==> src/rtl/csr_dma.sv <==
// CSR-programmed Wishbone block-copy DMA master (SRC -> DST, LEN words).
// Define CSR_DMA_FILL_EN to add fill mode, which writes a constant pattern instead of copying.
`timescale 1ns/1ps
module csr_dma #(
  parameter logic [3:0] csr_addr  = 4'h2,
  parameter int         len_width = 16
) (
  input  logic        sys_clk,
  input  logic        sys_rst_n,
  input  logic [13:0] csr_a,
  input  logic        csr_we,
  input  logic [31:0] csr_di,
  output logic [31:0] csr_do,
  output logic        irq,
  output logic [31:0] wb_adr_o,
  output logic [31:0] wb_dat_o,
  input  logic [31:0] wb_dat_i,
  output logic [3:0]  wb_sel_o,
  output logic        wb_we_o,
  output logic [2:0]  wb_cti_o,
  output logic        wb_cyc_o,
  output logic        wb_stb_o,
  input  logic        wb_ack_i
);

  typedef enum logic [1:0] {IDLE, READ, WRITE} state_t;

  state_t               state;
  logic [31:0]          src;
  logic [31:0]          dst;
  logic [31:0]          buffer;
  logic [len_width-1:0] len;
  logic [len_width-1:0] remain;
  logic                 busy;
  logic                 done;
  logic                 irq_en;
  logic                 aborted;
  logic                 abort_pending;
  logic                 fill;

`ifdef CSR_DMA_FILL_EN
  logic [31:0]          fill_pattern;
`else
  assign fill = 1'b0;
`endif

  logic        page_sel;
  logic        csr_wr;
  logic        ctrl_wr;
  logic        start;
  logic [31:0] stat;
  logic        unused_csr_a;

  assign page_sel     = (csr_a[13:10] == csr_addr);
  assign csr_wr       = page_sel & csr_we;
  assign ctrl_wr      = csr_wr & (csr_a[2:0] == 3'd3);
  assign start        = ctrl_wr & csr_di[0];
  assign stat         = {27'd0, aborted, fill, done, irq_en, busy};
  assign wb_sel_o     = 4'hf;
  assign wb_cti_o     = 3'b000;
  assign unused_csr_a = ^csr_a[9:3];

  // Each bus access first spends a cycle with cyc low, then holds cyc/stb until ack.
  always_ff @(posedge sys_clk or negedge sys_rst_n) begin
    if (!sys_rst_n) begin
      state         <= IDLE;
      src           <= '0;
      dst           <= '0;
      len           <= '0;
      remain        <= '0;
      buffer        <= '0;
      busy          <= 1'b0;
      done          <= 1'b0;
      irq_en        <= 1'b0;
      aborted       <= 1'b0;
      abort_pending <= 1'b0;
      csr_do        <= '0;
      irq           <= 1'b0;
      wb_adr_o      <= '0;
      wb_dat_o      <= '0;
      wb_we_o       <= 1'b0;
      wb_cyc_o      <= 1'b0;
      wb_stb_o      <= 1'b0;
`ifdef CSR_DMA_FILL_EN
      fill          <= 1'b0;
      fill_pattern  <= '0;
`endif
    end else begin
      csr_do <= '0;
      if (page_sel && !csr_we) begin
        case (csr_a[2:0])
          3'd0:    csr_do <= src;
          3'd1:    csr_do <= dst;
          3'd2:    csr_do <= 32'(len);
          3'd3:    csr_do <= stat;
          3'd4:    csr_do <= 32'(remain);
          default: csr_do <= '0;
        endcase
      end

      irq <= done & irq_en;

      if (csr_wr && !busy) begin
        case (csr_a[2:0])
          3'd0: begin
            src <= {csr_di[31:2], 2'b00};
`ifdef CSR_DMA_FILL_EN
            fill_pattern <= csr_di;
`endif
          end
          3'd1:    dst <= {csr_di[31:2], 2'b00};
          3'd2:    len <= csr_di[len_width-1:0];
          default: ;
        endcase
      end

      if (ctrl_wr) begin
        irq_en <= csr_di[1];
        if (csr_di[2])
          done <= 1'b0;
        if (csr_di[3] && busy)
          abort_pending <= 1'b1;
      end

      // Later assignments here deliberately override the CTRL side effects above.
      unique case (state)
        IDLE: begin
          if (start) begin
            if (len != '0) begin
              remain        <= len;
              done          <= 1'b0;
              aborted       <= 1'b0;
              abort_pending <= 1'b0;
              busy          <= 1'b1;
`ifdef CSR_DMA_FILL_EN
              fill   <= csr_di[4];
              buffer <= fill_pattern;
              state  <= csr_di[4] ? WRITE : READ;
`else
              state  <= READ;
`endif
            end else begin
              done <= 1'b1;
            end
          end
        end
        READ: begin
          if (!wb_cyc_o) begin
            wb_cyc_o <= 1'b1;
            wb_stb_o <= 1'b1;
            wb_we_o  <= 1'b0;
            wb_adr_o <= src;
          end else if (wb_ack_i) begin
            wb_cyc_o <= 1'b0;
            wb_stb_o <= 1'b0;
            buffer   <= wb_dat_i;
            src      <= src + 32'd4;
            if (abort_pending) begin
              state         <= IDLE;
              busy          <= 1'b0;
              done          <= 1'b1;
              aborted       <= 1'b1;
              abort_pending <= 1'b0;
            end else begin
              state <= WRITE;
            end
          end
        end
        WRITE: begin
          if (!wb_cyc_o) begin
            wb_cyc_o <= 1'b1;
            wb_stb_o <= 1'b1;
            wb_we_o  <= 1'b1;
            wb_adr_o <= dst;
            wb_dat_o <= buffer;
          end else if (wb_ack_i) begin
            wb_cyc_o <= 1'b0;
            wb_stb_o <= 1'b0;
            wb_we_o  <= 1'b0;
            dst      <= dst + 32'd4;
            remain   <= remain - len_width'(1);
            if (remain == len_width'(1) || abort_pending) begin
              state         <= IDLE;
              busy          <= 1'b0;
              done          <= 1'b1;
              aborted       <= abort_pending;
              abort_pending <= 1'b0;
            end else begin
              state <= fill ? WRITE : READ;
            end
          end
        end
        default: state <= IDLE;
      endcase
    end
  end

endmodule

==> config.mk <==
export PLATFORM = sky130hd
export DESIGN_NAME = csr_dma
export DESIGN_NICKNAME = d
export VERILOG_FILES = /design/src/rtl/csr_dma.sv
export SDC_FILE = /design/constraint.sdc
export NUM_CORES = 1
export LEC_CHECK = 0
export BUFFER_PORTS_ARGS = -buffer_cell sky130_fd_sc_hd__buf_2
export CAP_MARGIN = 25
export CELL_PAD_IN_SITES_DETAIL_PLACEMENT = 2
export CELL_PAD_IN_SITES_GLOBAL_PLACEMENT = 2
export CORE_ASPECT_RATIO = 0.6
export CORE_MARGIN = 5
export CORE_UTILIZATION = 38
export CTS_CLUSTER_SIZE = 25
export DETAILED_ROUTE_END_ITERATION = 10
export GPL_TIMING_DRIVEN = 1
export HOLD_SLACK_MARGIN = 0.12
export PLACE_DENSITY_LB_ADDON = 0.1
export SYNTH_ARGS = -nofsm -noshare
export SYNTH_HDL_FRONTEND = slang
export SYNTH_SLANG_ARGS = --single-unit
==> constraint.sdc <==
create_clock -name sys_clk -period 6.1 [get_ports sys_clk]
set_input_delay 0.305 -clock sys_clk [delete_from_list [all_inputs] [get_ports sys_clk]]
set_output_delay 0.305 -clock sys_clk [all_outputs]
set_load 0.01 [all_outputs]
# Word-level counts from Yosys, hierarchy flattened
# Index checks and enable logic that the tools add are counted.
# totals
ff_bits	235
input_bits	82
out_inout_bits	107
wordCells	143
# classes
n_addsub	3
n_eq_ne	20
n_mux	75
bitwise_logic	5
n_reduce_logical	22
# op_table
operator	count
$mux 32	13
$pmux 32 s5	1
$add 32x3->32 const B	2
$mux 16	4
$pmux 32 s2	1
$mux 1	42
$pmux 16 s2	1
$ne 2x2->1 const B	10
$eq 16x1->1 const B	1
$reduce_bool 16->1	1
$sub 16x1->16 const B	1
$mux 2	7
$pmux 1 s3	4
$reduce_and 3->1	3
$reduce_and 9->1	1
$eq 3x2->1 const B	2
$pmux 2 s3	1
$reduce_and 2->1	3
$reduce_and 6->1	1
$reduce_and 5->1	1
$and 1x1->1	4
$eq 4x2->1 const B	1
$reduce_bool 2->1	2
$eq 3x1->1 const B	1
14 further kinds	17

# Depth between registers and ports, before layout
# Gate-level depths: netlist of run 1.
# depth
depth_word	8
mapped_depth	10
mapped_depth_nobuf	7

# Worst setup path before layout of run 1
# Ideal clock, no wire load.
# synth_timing
path_type	reg2reg
start	register state[1]
end	register src[21]
arrival_time_ns	1.851
slack_ns	4.150
path_stages_with_launch	11
path_buffers	3
synth_period_minus_slack_ns	1.950
cell_sequence	dfrtp_1 inv_1 ha_1 buf_2 and3_1 clkbuf_1 a31o_2 nand2_1 buf_2 nor2_1 a311oi_1
# synth_between
elab_chain_len	2
# synth_lines
element	line	rtl
from (decl)	28	state_t state;
from (signal assigned)	189	state <= fill ? WRITE : READ;
$eq 2x1->1	126	unique case (state)
$mux 32	126	
to (signal assigned)	106	src <= {csr_di[31:2], 2'b00};
to (signal assigned)	157	src <= src + 32'd4;
to (decl)	29	logic [31:0] src;
# No other way between the ends.
# A chain may end at the register's enable or synchronous reset.

# Worst setup path after layout of run 1
# layout_timing
start	register state[0]
end	register remain[8]
# layout_between
elab_chain_len	3
word_cells_on_any_way	9
# layout_lines
element	line	rtl
$eq 2x2->1 or $logic_not 2->1 (tied branches)	126	
$ne 2x2->1 (no line) or $reduce_bool 2->1 (tied branches)	n/a	
$reduce_and 5->1 (no line)	n/a	
to (signal assigned)	130	remain <= len;
to (signal assigned)	181	remain <= remain - len_width'(1);
to (decl)	33	logic [len_width-1:0] remain;
# Several ways; a longest one is shown, not always the timed one.

==> results of run 1 <==
## worst min-delay path by stage
stage                     from  slack, ns  depth (start not counted)            end
floorplan            sys_rst_n      0.009                          0  abort_pending
global placement     sys_rst_n       0.27                          1       wb_cyc_o
detailed placement   sys_rst_n       0.28                          1       wb_cyc_o
CTS                 csr_di[15]       0.12                          3        src[15]
global route          wb_ack_i       0.16                          4       wb_stb_o
finish              csr_di[15]       0.14                          3        src[15]
## flip-flops by register name (all words and copies together) (netlist names), 2 cells and up
register and flops:
buffer 32, csr_do 32, dst 32, src 32, wb_adr_o 32, wb_dat_o 32, len 16, remain 16
state 2
## area by class of cell
cell class	instances	area (um2)
clock buffer	41	766
clock inverter	4	72.6
fill	3171	15700
inverter	28	105
multi-input combinational	847	5200
sequential	235	5880
tap	408	510
timing repair buffer	257	1700
## power by group through the flow
stage	Combinational, uW	Sequential (uW)	Clock [uW]
detailed placement	2470	2820	0
global route	2810	2910	1720
global placement	2350	2780	0
floorplan	1580	2650	0
finish	2570	2840	1620
CTS	2540	2810	1630
## worst register-to-register path, cell delays in order (launching register included)
cell and delay [ns]:
sky130_fd_sc_hd__dfrtp_1 0.41, sky130_fd_sc_hd__inv_1 0.10, sky130_fd_sc_hd__ha_2 0.21, sky130_fd_sc_hd__buf_4 0.78, sky130_fd_sc_hd__nand2b_1 0.34, sky130_fd_sc_hd__nand2_1 0.37, sky130_fd_sc_hd__o211a_1 0.56, sky130_fd_sc_hd__o21a_1 0.25
sky130_fd_sc_hd__o22a_1 0.19
## logic make-up after synthesis
| group | after synthesis | synth area share, % |
|---|---|---|
| buffers and inverters | 112 | 4.28 |
| adder cells (fa/ha/maj) | 8 | 0.868 |
| flip-flops | 235 | 51.0 |
| AND/OR/NAND/NOR | 443 | 18.0 |
| other | 2 | 0.0651 |
| multiplexers | 92 | 8.76 |
| AO/OA/AOI/OAI | 297 | 17.0 |
## per-layer routing
metal  routed length [um]  track usage, %  vias to the layer above
met2                20400            40.1                      288
met5                    0               0                        -
met4                  699            4.38                        0
met3                 2440            4.21                       55
li1                     -               -                     4685
met1                22400            39.9                     5602
## synth_stat cells (all sizes together), types with 3 or more instances
| library cell | instances |
|---|---|
| nand2 | 185 |
| buf | 44 |
| and3 | 20 |
| or2 | 3 |
| a221o | 3 |
| inv | 28 |
| a221oi | 12 |
| nand4 | 17 |
| a211oi | 16 |
| a21oi | 66 |
| nand2b | 4 |
| a21o | 4 |
| o22ai | 26 |
| mux2 | 51 |
| nor3 | 26 |
| o211ai | 3 |
| and4 | 6 |
| o31ai | 11 |
| nor2b | 4 |
| and2 | 15 |
| a311oi | 9 |
| a31oi | 6 |
| nor4b | 3 |
| nor2 | 100 |
| clkbuf | 40 |
| dfrtp | 235 |
| mux2i | 39 |
| o21ai | 68 |
| nand3b | 3 |
| o21a | 3 |
| a22oi | 43 |
| a31o | 8 |
| nor3b | 4 |
| nand3 | 31 |
| ha | 8 |
| nor4 | 17 |
## through the flow
stage | area, um2 | setup slack (ns)
2_1_floorplan | 11500 | 4.15
3_3_place_gp | 12700 | 2.96
3_5_place_dp | 12800 | 2.92
4_1_cts | 14200 | 2.85
5_1_grt | 14200 | 2.66
6_report | 14200 | 2.79
==> results.sh, run 1 <==
export IMPL_outcome="finished, final reports clean"
export IMPL_layout_overhead_on_the_synthesized_area_pct=23.5
export IMPL_fp_row_count=49
export IMPL_syn_area_per_cell_um2=9.70
export IMPL_antenna_violating_nets_post_route=0
export IMPL_routabilityCongestion=0.852
export IMPL_layout_core_utilization_pct=47.6
export IMPL_power_share_clock_pct=23.0
export IMPL_core_region_area_um2=29900
export IMPL_io_pins=189
export IMPL_post_dp_hpwl_um=30600
export IMPL_drv_slew=0
export IMPL_syn_instance_count=1189
export IMPL_power_static_leakage_uw=0.00644
export IMPL_cts_sink_cnt=235
export IMPL_wl_per_cell_um=25.2
export IMPL_cp_slowest_cell="sky130_fd_sc_hd__buf_4"
export IMPL_largest_net_degree_at_the_start_of_global_routing=174
export IMPL_worstReg2RegEnd="remain[8]"
export IMPL_dp_cells=1710
export IMPL_drive_above_1_share_pct=22.2
export IMPL_start_util_pct=38.5
export IMPL_cts_max_path_buffers=3
export IMPL_worst_r2r_cell_count=8
export IMPL_power_per_cell_area_nw_per_um2=494
export IMPL_critical_path_launch_point="state[0]"
export IMPL_timing_critical_path_buf_inv=2
export IMPL_clock_pin_slew_of_the_registers_on_the_worst_case_setup_and_hold_paths_ns=0.07
export IMPL_criticalPathCategory="reg2reg"
export IMPL_final_setup_tns_ns=0
export IMPL_switching_power_uw=2960
export IMPL_power_share_switching_pct=42.1
export IMPL_fin_crit_ns=3.31
export IMPL_share_comb_of_total_power_pct=36.6
export IMPL_ys_warnings_count=0
export IMPL_design_die_area_um2=34000
export IMPL_synthDominantAreaCellType="sky130_fd_sc_hd__dfrtp_1"
export IMPL_synth_ff_type="sky130_fd_sc_hd__dfrtp_1"
export IMPL_rrSetupSlack_ns=2.79
export IMPL_grt_overflow_total=0
export IMPL_number_of_enable_type_register_cells_in_the_synthesized_netlist=0
export IMPL_yosysTopAreaCellShare_pct=51.0
export IMPL_mostFrequentLayoutCell="sky130_fd_sc_hd__dfrtp_1"
export IMPL_power_sequential_fraction_pct=40.4
export IMPL_max_cap_viol_count=0
export IMPL_clk_root_buffer_cell="sky130_fd_sc_hd__clkbuf_16"
export IMPL_async_flop_share_pct=100
export IMPL_initialDrtViolationCount=810
export IMPL_setup_viol=0
export IMPL_num_vias=10630
export IMPL_cp_depth=8
export IMPL_port_buffers=174
export IMPL_grt_pass1_wl_um=71500
export IMPL_all_layer_global_routing_usage_pct=26.2
export IMPL_number_of_global_route_vias_before_repair=11557
export IMPL_critPathTopFamily="compound AO/OA/AOI/OAI gates"
export IMPL_critical_path_arrival_ns=3.73
export IMPL_max_fanout_on_critical_path=60
export IMPL_synth_ff_latch_count=235
export IMPL_synth_lib_cells_used_distinct=68
export IMPL_regToRegStartpoint="state[0]"
export IMPL_synth_cell_area_um2=11500
export IMPL_worstHoldPathType="in2reg"
export IMPL_ir_worst_vdd_mv=0.229
export IMPL_layout_common_cells="sky130_fd_sc_hd__dfrtp_1, sky130_fd_sc_hd__nand2_1, sky130_fd_sc_hd__buf_2, sky130_fd_sc_hd__nor2_1, sky130_fd_sc_hd__o21ai_0"
export IMPL_cts_repair_resize_count=0
export IMPL_skew_ns=0.0176
export IMPL_critical_path_startpoint_type="flop"
export IMPL_insertedDiodeCount=0
export IMPL_max_stage_delay_ns=0.77
export IMPL_tritoncts="done"
export IMPL_worstSkewPairLatency_ns=0.55
export IMPL_worst_setup_path_end_kind="flop"
export IMPL_post_route_period_util_pct=54.2
export IMPL_die_y_um=145
export IMPL_internal_power_uw=4070
export IMPL_hold_violations=0
export IMPL_routed_wl_um=45900
export IMPL_holdBufCountCts=63
export IMPL_relSlewSlack_pct=26.8
export IMPL_maxClockFrequency_mhz=302
export IMPL_worstPathRequired_ns=6.52
export IMPL_synth_yosys_seq_area_share_pct=51.0
export IMPL_iteration_count_of_the_initial_detailed_routing_pass=5
export IMPL_critical_path_endpoint="remain[8]"
export IMPL_grt_setup_unrepaired="no"
export IMPL_number_of_buffers_created_by_cts=25
export IMPL_fp_dieW_um=235
export IMPL_drcViolationCount=0
export IMPL_critical_path_cell_chain="inv_1, ha_2, buf_4, nand2b_1, nand2_1, o211a_1, o21a_1, o22a_1"
export IMPL_antenna_found_initial=0
export IMPL_post_cts_setup_buffer_count=0
export IMPL_h_tree_depth=1
export IMPL_avgViaCountPerCell=5.84
export IMPL_report_power_total_uw=7030
export IMPL_worst_pin_slew_ns=1.10
export IMPL_yosys_top_cells_area="sky130_fd_sc_hd__dfrtp_1, sky130_fd_sc_hd__nand2_1, sky130_fd_sc_hd__mux2_2, sky130_fd_sc_hd__mux2i_1, sky130_fd_sc_hd__nor2_1"
export IMPL_layout_nets=1484
export IMPL_finish_cell_count_without_fillers=1820
export IMPL_hold_slack_ns=0.142
Note: power is estimated with default switching activity, not from simulation.
==> run 2, diff against run 1 <==
CORE_UTILIZATION = 32   (was 38)
clock period = 2.85 ns   (was 6.1 ns; I/O delays follow)
==> run 2 against run 1 <==
Net effect:
- global-route usage down 3.1 points
- cell area is 3.6% higher
- fmax increased by 30%
- critical endpoint is now busy
- largest cell class unchanged
==> results.sh, run 2 (same netlist as run 1, synthesis figures left out) <==
export IMPL_outcome="finished, final reports clean"
export IMPL_largest_net_degree_at_the_start_of_global_routing=72
export IMPL_critical_path_startpoint_type="flop"
export IMPL_worst_pin_slew_ns=0.837
export IMPL_die_y_um=157
export IMPL_io_pins=189
export IMPL_critical_path_arrival_ns=2.98
export IMPL_number_of_global_route_vias_before_repair=11459
export IMPL_fp_row_count=53
export IMPL_cts_repair_resize_count=0
export IMPL_layout_overhead_on_the_synthesized_area_pct=28.0
export IMPL_post_cts_setup_buffer_count=0
export IMPL_ir_worst_vdd_mv=0.425
export IMPL_worstPathRequired_ns=3.28
export IMPL_mostFrequentLayoutCell="sky130_fd_sc_hd__dfrtp_1"
export IMPL_max_fanout_on_critical_path=5
export IMPL_post_dp_hpwl_um=33400
export IMPL_relSlewSlack_pct=43.7
export IMPL_layout_core_utilization_pct=41.8
export IMPL_number_of_buffers_created_by_cts=26
export IMPL_post_route_period_util_pct=89.5
export IMPL_clock_pin_slew_of_the_registers_on_the_worst_case_setup_and_hold_paths_ns=0.06
export IMPL_skew_ns=0.0115
export IMPL_insertedDiodeCount=0
export IMPL_fin_crit_ns=2.55
export IMPL_core_region_area_um2=35300
export IMPL_criticalPathCategory="reg2reg"
export IMPL_initialDrtViolationCount=711
export IMPL_all_layer_global_routing_usage_pct=23.1
export IMPL_iteration_count_of_the_initial_detailed_routing_pass=5
export IMPL_worstHoldPathType="in2async"
export IMPL_power_static_leakage_uw=0.00670
export IMPL_worstSkewPairLatency_ns=0.54
export IMPL_hold_slack_ns=0.179
export IMPL_antenna_found_initial=0
export IMPL_hold_violations=0
export IMPL_seq_area_um2=5880
export IMPL_wl_per_cell_um=24.3
export IMPL_grt_setup_unrepaired="no"
export IMPL_final_setup_tns_ns=0
export IMPL_worst_setup_path_end_kind="flop"
export IMPL_drv_slew=0
export IMPL_h_tree_depth=1
export IMPL_drcViolationCount=0
export IMPL_routabilityCongestion=0.831
export IMPL_timing_critical_path_mode_cell="sky130_fd_sc_hd__buf_4"
export IMPL_port_buffers=174
export IMPL_power_per_cell_area_nw_per_um2=1050
export IMPL_start_util_pct=32.7
export IMPL_design_die_area_um2=40100
export IMPL_cts_sink_cnt=235
export IMPL_grt_pass1_wl_um=72200
export IMPL_max_stage_delay_ns=0.42
export IMPL_num_vias=10606
export IMPL_maxClockFrequency_mhz=392
export IMPL_drive_above_1_share_pct=24.3
export IMPL_layout_nets=1522
export IMPL_cts_max_path_buffers=3
export IMPL_avgViaCountPerCell=5.53
export IMPL_grt_overflow_total=0
export IMPL_critical_path_cell_chain="inv_1, ha_1, nor4b_1, buf_4, nand4_1, buf_4, o21a_1, o211ai_1, mux2_2"
export IMPL_clk_root_buffer_cell="sky130_fd_sc_hd__clkbuf_16"
export IMPL_worst_path_setup_slack_after_routing_ns=0.299
export IMPL_fp_dieW_um=255
export IMPL_multiInputGateArea_um2=5200
export IMPL_fillers=3811
export IMPL_max_cap_viol_count=0
export IMPL_tritoncts="done"
export IMPL_place_worst_setup_slack_ns=0.400
export IMPL_antenna_violating_nets_post_route=0
export IMPL_routed_wl_um=46700
export IMPL_layout_common_cells="sky130_fd_sc_hd__dfrtp_1, sky130_fd_sc_hd__nand2_1, sky130_fd_sc_hd__buf_2, sky130_fd_sc_hd__nor2_1, sky130_fd_sc_hd__dlygate4sd3_1"
export IMPL_cp_slowest_cell="sky130_fd_sc_hd__dfrtp_1"
export IMPL_setup_viol=0
export IMPL_holdBufCountCts=69
[run 2: cell types whose count changed in the layout (fill, tap and decap cells not counted), sizes merged]
cell and change:
buf +31, clkinv +6, dlygate4sd3 +6, clkbuf -5, bufinv +2, clkinvlp -1
[run 2: layout make-up]
cell class / count / share of cell area [%]
well taps: 467 / 3.96
multi-input cells: 847 / 35.3
repair buffers: 294 / 13.9
clock buffers: 36 / 5.22
clock inverters: 11 / 1.05
inverters: 28 / 0.712
flip-flops and latches: 235 / 39.9
[run 2: metal layers]
metal,share of wire (%),vias to the layer above,GRT usage (%)
met2,43,221,34.1
li1,-,4782,-
met3,4.4,33,3.55
met1,52,5570,36.8
met5,0,-,0
met4,1.0,0,2.52
[run 2: path summary, 6_finish.rpt]
path / from / endpoint / slack [ns] / cells after the start
max in group asynchronous: sys_rst_n / wb_adr_o[16] / 1.78 / 3
max reg2reg: state[0] / busy / 0.30 / 9
min reg2reg: buffer[12] / buffer[12] / 0.47 / 2
min in group sys_clk: csr_a[10] / abort_pending / 0.19 / 5
max: state[0] / busy / 0.30 / 9
min: sys_rst_n / wb_cyc_o / 0.18 / 2
[run 2: through the flow]
stage / std cells / instance area (um2) / total power [uW]
2_1_floorplan: 1194 / 11500 / 9050
3_3_place_gp: 1802 / 13100 / 11400
3_5_place_dp: 1802 / 13100 / 11700
4_1_cts: 1918 / 14800 / 15600
5_1_grt: 1918 / 14800 / 16500
6_report: 1918 / 14800 / 15500
[run 2: worst max-delay path: cells and delay by family, from the launching register on]
family | cells | cell delay (ns)
buffers and inverters | 3 | 0.48
AO/OA/AOI/OAI | 2 | 0.46
AND/OR/NAND/NOR | 2 | 0.41
adder cells (fa/ha/maj) | 1 | 0.29
multiplexers | 1 | 0.38
flip-flops | 1 | 0.42
[run 2: where the power goes]
group | switching (uW) | leakage (uW) | internal [uW] | total [uW]
sequential | 1470 | 0.00295 | 4580 | 6050
combinational | 3390 | 0.00328 | 2350 | 5740
clock | 1470 | 0.000463 | 2240 | 3710
total | 6330 | 0.00670 | 9170 | 15500
==> run 3, diff against run 2 <==
ABC_AREA = 1   (was not set)
CORE_UTILIZATION = 30   (was 32)
==> run 3 against run 2 <==
Net effect:
- power rose by 6.0%
- first-iteration DRC count rose by 25%
- clock-buffer cell count did not move
- clock power barely moved
- largest cell class unchanged
==> results.sh, run 3 <==
export IMPL_outcome="finished, final reports clean"
export IMPL_post_dp_hpwl_um=42700
export IMPL_worstReg2RegEnd="dst[7]"
export IMPL_antenna_found_initial=1
export IMPL_largest_net_degree_at_the_start_of_global_routing=70
export IMPL_grt_overflow_total=0
export IMPL_number_of_enable_type_register_cells_in_the_synthesized_netlist=0
export IMPL_rrSetupSlack_ns=0.58
export IMPL_cell_types_with_the_highest_counts_after_synthesis="sky130_fd_sc_hd__nand2_1, sky130_fd_sc_hd__dfrtp_1, sky130_fd_sc_hd__nor2_1, sky130_fd_sc_hd__inv_1, sky130_fd_sc_hd__o21ai_0"
export IMPL_num_vias=12985
export IMPL_yosys_cell_count_top_type="sky130_fd_sc_hd__nand2_1"
export IMPL_setup_viol=0
export IMPL_h_tree_depth=1
export IMPL_layout_overhead_on_the_synthesized_area_pct=24.1
export IMPL_synth_ff_type="sky130_fd_sc_hd__dfrtp_1"
export IMPL_io_pins=189
export IMPL_share_comb_of_total_power_pct=40.3
export IMPL_layout_common_cells="sky130_fd_sc_hd__nand2_1, sky130_fd_sc_hd__dfrtp_1, sky130_fd_sc_hd__nor2_1, sky130_fd_sc_hd__buf_2, sky130_fd_sc_hd__inv_1"
export IMPL_initialDrtViolationCount=890
export IMPL_wl_per_cell_um=22.4
export IMPL_cts_sink_cnt=235
export IMPL_stdcell_area_um2=15800
export IMPL_relSlewSlack_pct=42.7
export IMPL_post_route_period_util_pct=79.5
export IMPL_worstSkewPairLatency_ns=0.56
export IMPL_yosysTopAreaCellShare_pct=46.3
export IMPL_drive_above_1_share_pct=15.3
export IMPL_layout_core_utilization_pct=37.7
export IMPL_avgViaCountPerCell=5.10
export IMPL_power_static_leakage_uw=0.00796
export IMPL_tritoncts="done"
export IMPL_power_share_switching_pct=46.1
export IMPL_antenna_violating_nets_post_route=0
export IMPL_clock_pin_slew_of_the_registers_on_the_worst_case_setup_and_hold_paths_ns=0.06
export IMPL_fin_crit_ns=2.27
export IMPL_yosys_top_cells_area="sky130_fd_sc_hd__dfrtp_1, sky130_fd_sc_hd__nand2_1, sky130_fd_sc_hd__nor2_1, sky130_fd_sc_hd__inv_1, sky130_fd_sc_hd__o21ai_0"
export IMPL_fp_dieW_um=276
export IMPL_number_of_global_route_vias_before_repair=13804
export IMPL_critical_path_arrival_ns=2.70
export IMPL_async_flop_share_pct=100
export IMPL_syn_instance_count=1734
export IMPL_worstHoldPathType="in2async"
export IMPL_grt_pass1_wl_um=86300
export IMPL_core_region_area_um2=41900
export IMPL_final_setup_tns_ns=0
export IMPL_number_of_buffers_created_by_cts=27
export IMPL_worst_pin_slew_ns=0.859
export IMPL_hold_violations=0
export IMPL_port_buffers=174
export IMPL_power_per_cell_area_nw_per_um2=1040
export IMPL_criticalPathCategory="reg2reg"
export IMPL_design_die_area_um2=46700
export IMPL_internal_power_uw=8850
export IMPL_ys_warnings_count=0
export IMPL_iteration_count_of_the_initial_detailed_routing_pass=5
export IMPL_syn_area_per_cell_um2=7.33
export IMPL_worst_r2r_cell_count=8
export IMPL_start_util_pct=30.3
export IMPL_die_y_um=169
export IMPL_insertedDiodeCount=0
export IMPL_maxClockFrequency_mhz=441
export IMPL_all_layer_global_routing_usage_pct=24.1
export IMPL_synth_yosys_seq_area_share_pct=46.3
export IMPL_synth_cell_area_um2=12700
export IMPL_fp_row_count=58
export IMPL_power_sequential_fraction_pct=37.2
export IMPL_max_fanout_on_critical_path=52
export IMPL_drcViolationCount=0
export IMPL_power_share_clock_pct=22.4
export IMPL_report_power_total_uw=16400
export IMPL_layout_nets=2049
export IMPL_placed_cell_area_um2=14200
export IMPL_regToRegStartpoint="state[0]"
export IMPL_synthDominantAreaCellType="sky130_fd_sc_hd__dfrtp_1"
export IMPL_cts_max_path_buffers=3
export IMPL_routabilityCongestion=0.887
export IMPL_critical_path_startpoint_type="flop"
export IMPL_max_cap_viol_count=0
export IMPL_fillers=4887
export IMPL_clk_root_buffer_cell="sky130_fd_sc_hd__clkbuf_16"
export IMPL_skew_ns=0.0252
export IMPL_drv_slew=0
export IMPL_synth_ff_latch_count=235
export IMPL_routed_wl_um=57000
export IMPL_switching_power_uw=7590
export IMPL_mostFrequentLayoutCell="sky130_fd_sc_hd__nand2_1"
export IMPL_grt_setup_unrepaired="no"
export IMPL_ir_worst_vdd_mv=0.373
export IMPL_synth_lib_cells_used_distinct=40
export IMPL_worstPathRequired_ns=3.28
export IMPL_worst_setup_path_end_kind="flop"
-- run 3: cell count changes in the layout (fill, tap and decap cells not counted), moves of 19 or more --
cell                      delta
sky130_fd_sc_hd__and3_1     -19
sky130_fd_sc_hd__mux2i_1    -38
sky130_fd_sc_hd__inv_1     +129
sky130_fd_sc_hd__buf_4      -23
sky130_fd_sc_hd__a31oi_1    +28
sky130_fd_sc_hd__nor2_1    +111
sky130_fd_sc_hd__nand2_1   +413
sky130_fd_sc_hd__o21ai_0    +36
sky130_fd_sc_hd__nand3_1    +56
sky130_fd_sc_hd__a22oi_1    -42
-- run 3: worst max-delay path by stage --
stage             start    endpoint  slack [ns]
2_1_floorplan  state[0]  remain[12]        1.17
3_3_place_gp   state[0]      dst[6]        0.67
3_5_place_dp   state[0]      dst[8]        0.58
4_1_cts        state[0]      dst[8]        0.58
5_1_grt        state[0]      dst[7]        0.37
6_report       state[0]      dst[7]        0.58
-- run 3: repair_timing --
action	in CTS	in global routing
buffers inserted	0	0
resized for setup	0	0
hold buffers	70	0
endpoints found under the hold margin	296	0
setup endpoints to repair	0	0
-- run 3: critical path, cell delays in order, from the launching register on --
cell and delay, ns:
sky130_fd_sc_hd__dfrtp_1 0.42, sky130_fd_sc_hd__inv_1 0.11, sky130_fd_sc_hd__ha_2 0.40, sky130_fd_sc_hd__inv_2 0.09, sky130_fd_sc_hd__nor2_4 0.13, sky130_fd_sc_hd__buf_4 0.53
sky130_fd_sc_hd__o21ai_0 0.19, sky130_fd_sc_hd__a21oi_1 0.15, sky130_fd_sc_hd__a21oi_1 0.07
-- run 3: per-stage QoR --
step           setup slack (ns)  hold slack, ns  cells
3_3_place_gp              0.665           0.151   2430
5_1_grt                   0.370           0.139   2547
2_1_floorplan              1.17          -0.153   1739
3_5_place_dp              0.585           0.147   2430
4_1_cts                   0.580           0.138   2547
6_report                  0.583           0.122   2547
-- run 3: logic make-up (layout without fill, tap and decap cells) --
kind of cell / after synthesis / after routing / synth area share (%)
AND/OR/NAND/NOR: 938 / 938 / 29.9
multiplexers: 33 / 33 / 2.92
AO/OA/AOI/OAI: 265 / 265 / 11.4
adder cells (fa/ha/maj): 8 / 8 / 0.788
XOR/XNOR: 9 / 9 / 0.620
flip-flops: 235 / 235 / 46.3
other: 2 / 7 / 0.0591
buffers and inverters: 244 / 482 / 8.11
-- run 3: power by group through the flow --
stage	Clock, uW	Sequential [uW]	Combinational (uW)
6_report	3690	6120	6630
5_1_grt	3950	6270	7440
4_1_cts	3780	6080	6640
3_5_place_dp	0	6120	6500
3_3_place_gp	0	6070	6200
2_1_floorplan	0	5550	4130
-- run 3: final cells by class --
| class | instances | area [um2] | share of cell area (%) |
|---|---|---|---|
| Inverter | 167 | 627 | 3.97 |
| Clock inverter | 11 | 159 | 1.01 |
| Tap cell | 570 | 713 | 4.52 |
| Timing Repair Buffer | 268 | 1810 | 11.5 |
| Clock buffer | 36 | 739 | 4.69 |
| Multi-Input combinational cell | 1260 | 5840 | 37.0 |
| Sequential cell | 235 | 5880 | 37.3 |
-- run 3: per-layer routing --
layer / up-vias / share of wire (%) / global-route usage [%]
met5: - / 0 / 0
li1: 5988 / - / -
met4: 0 / 1.5 / 3.69
met2: 309 / 42 / 35.9
met3: 50 / 6.4 / 4.44
met1: 6638 / 50 / 37.2
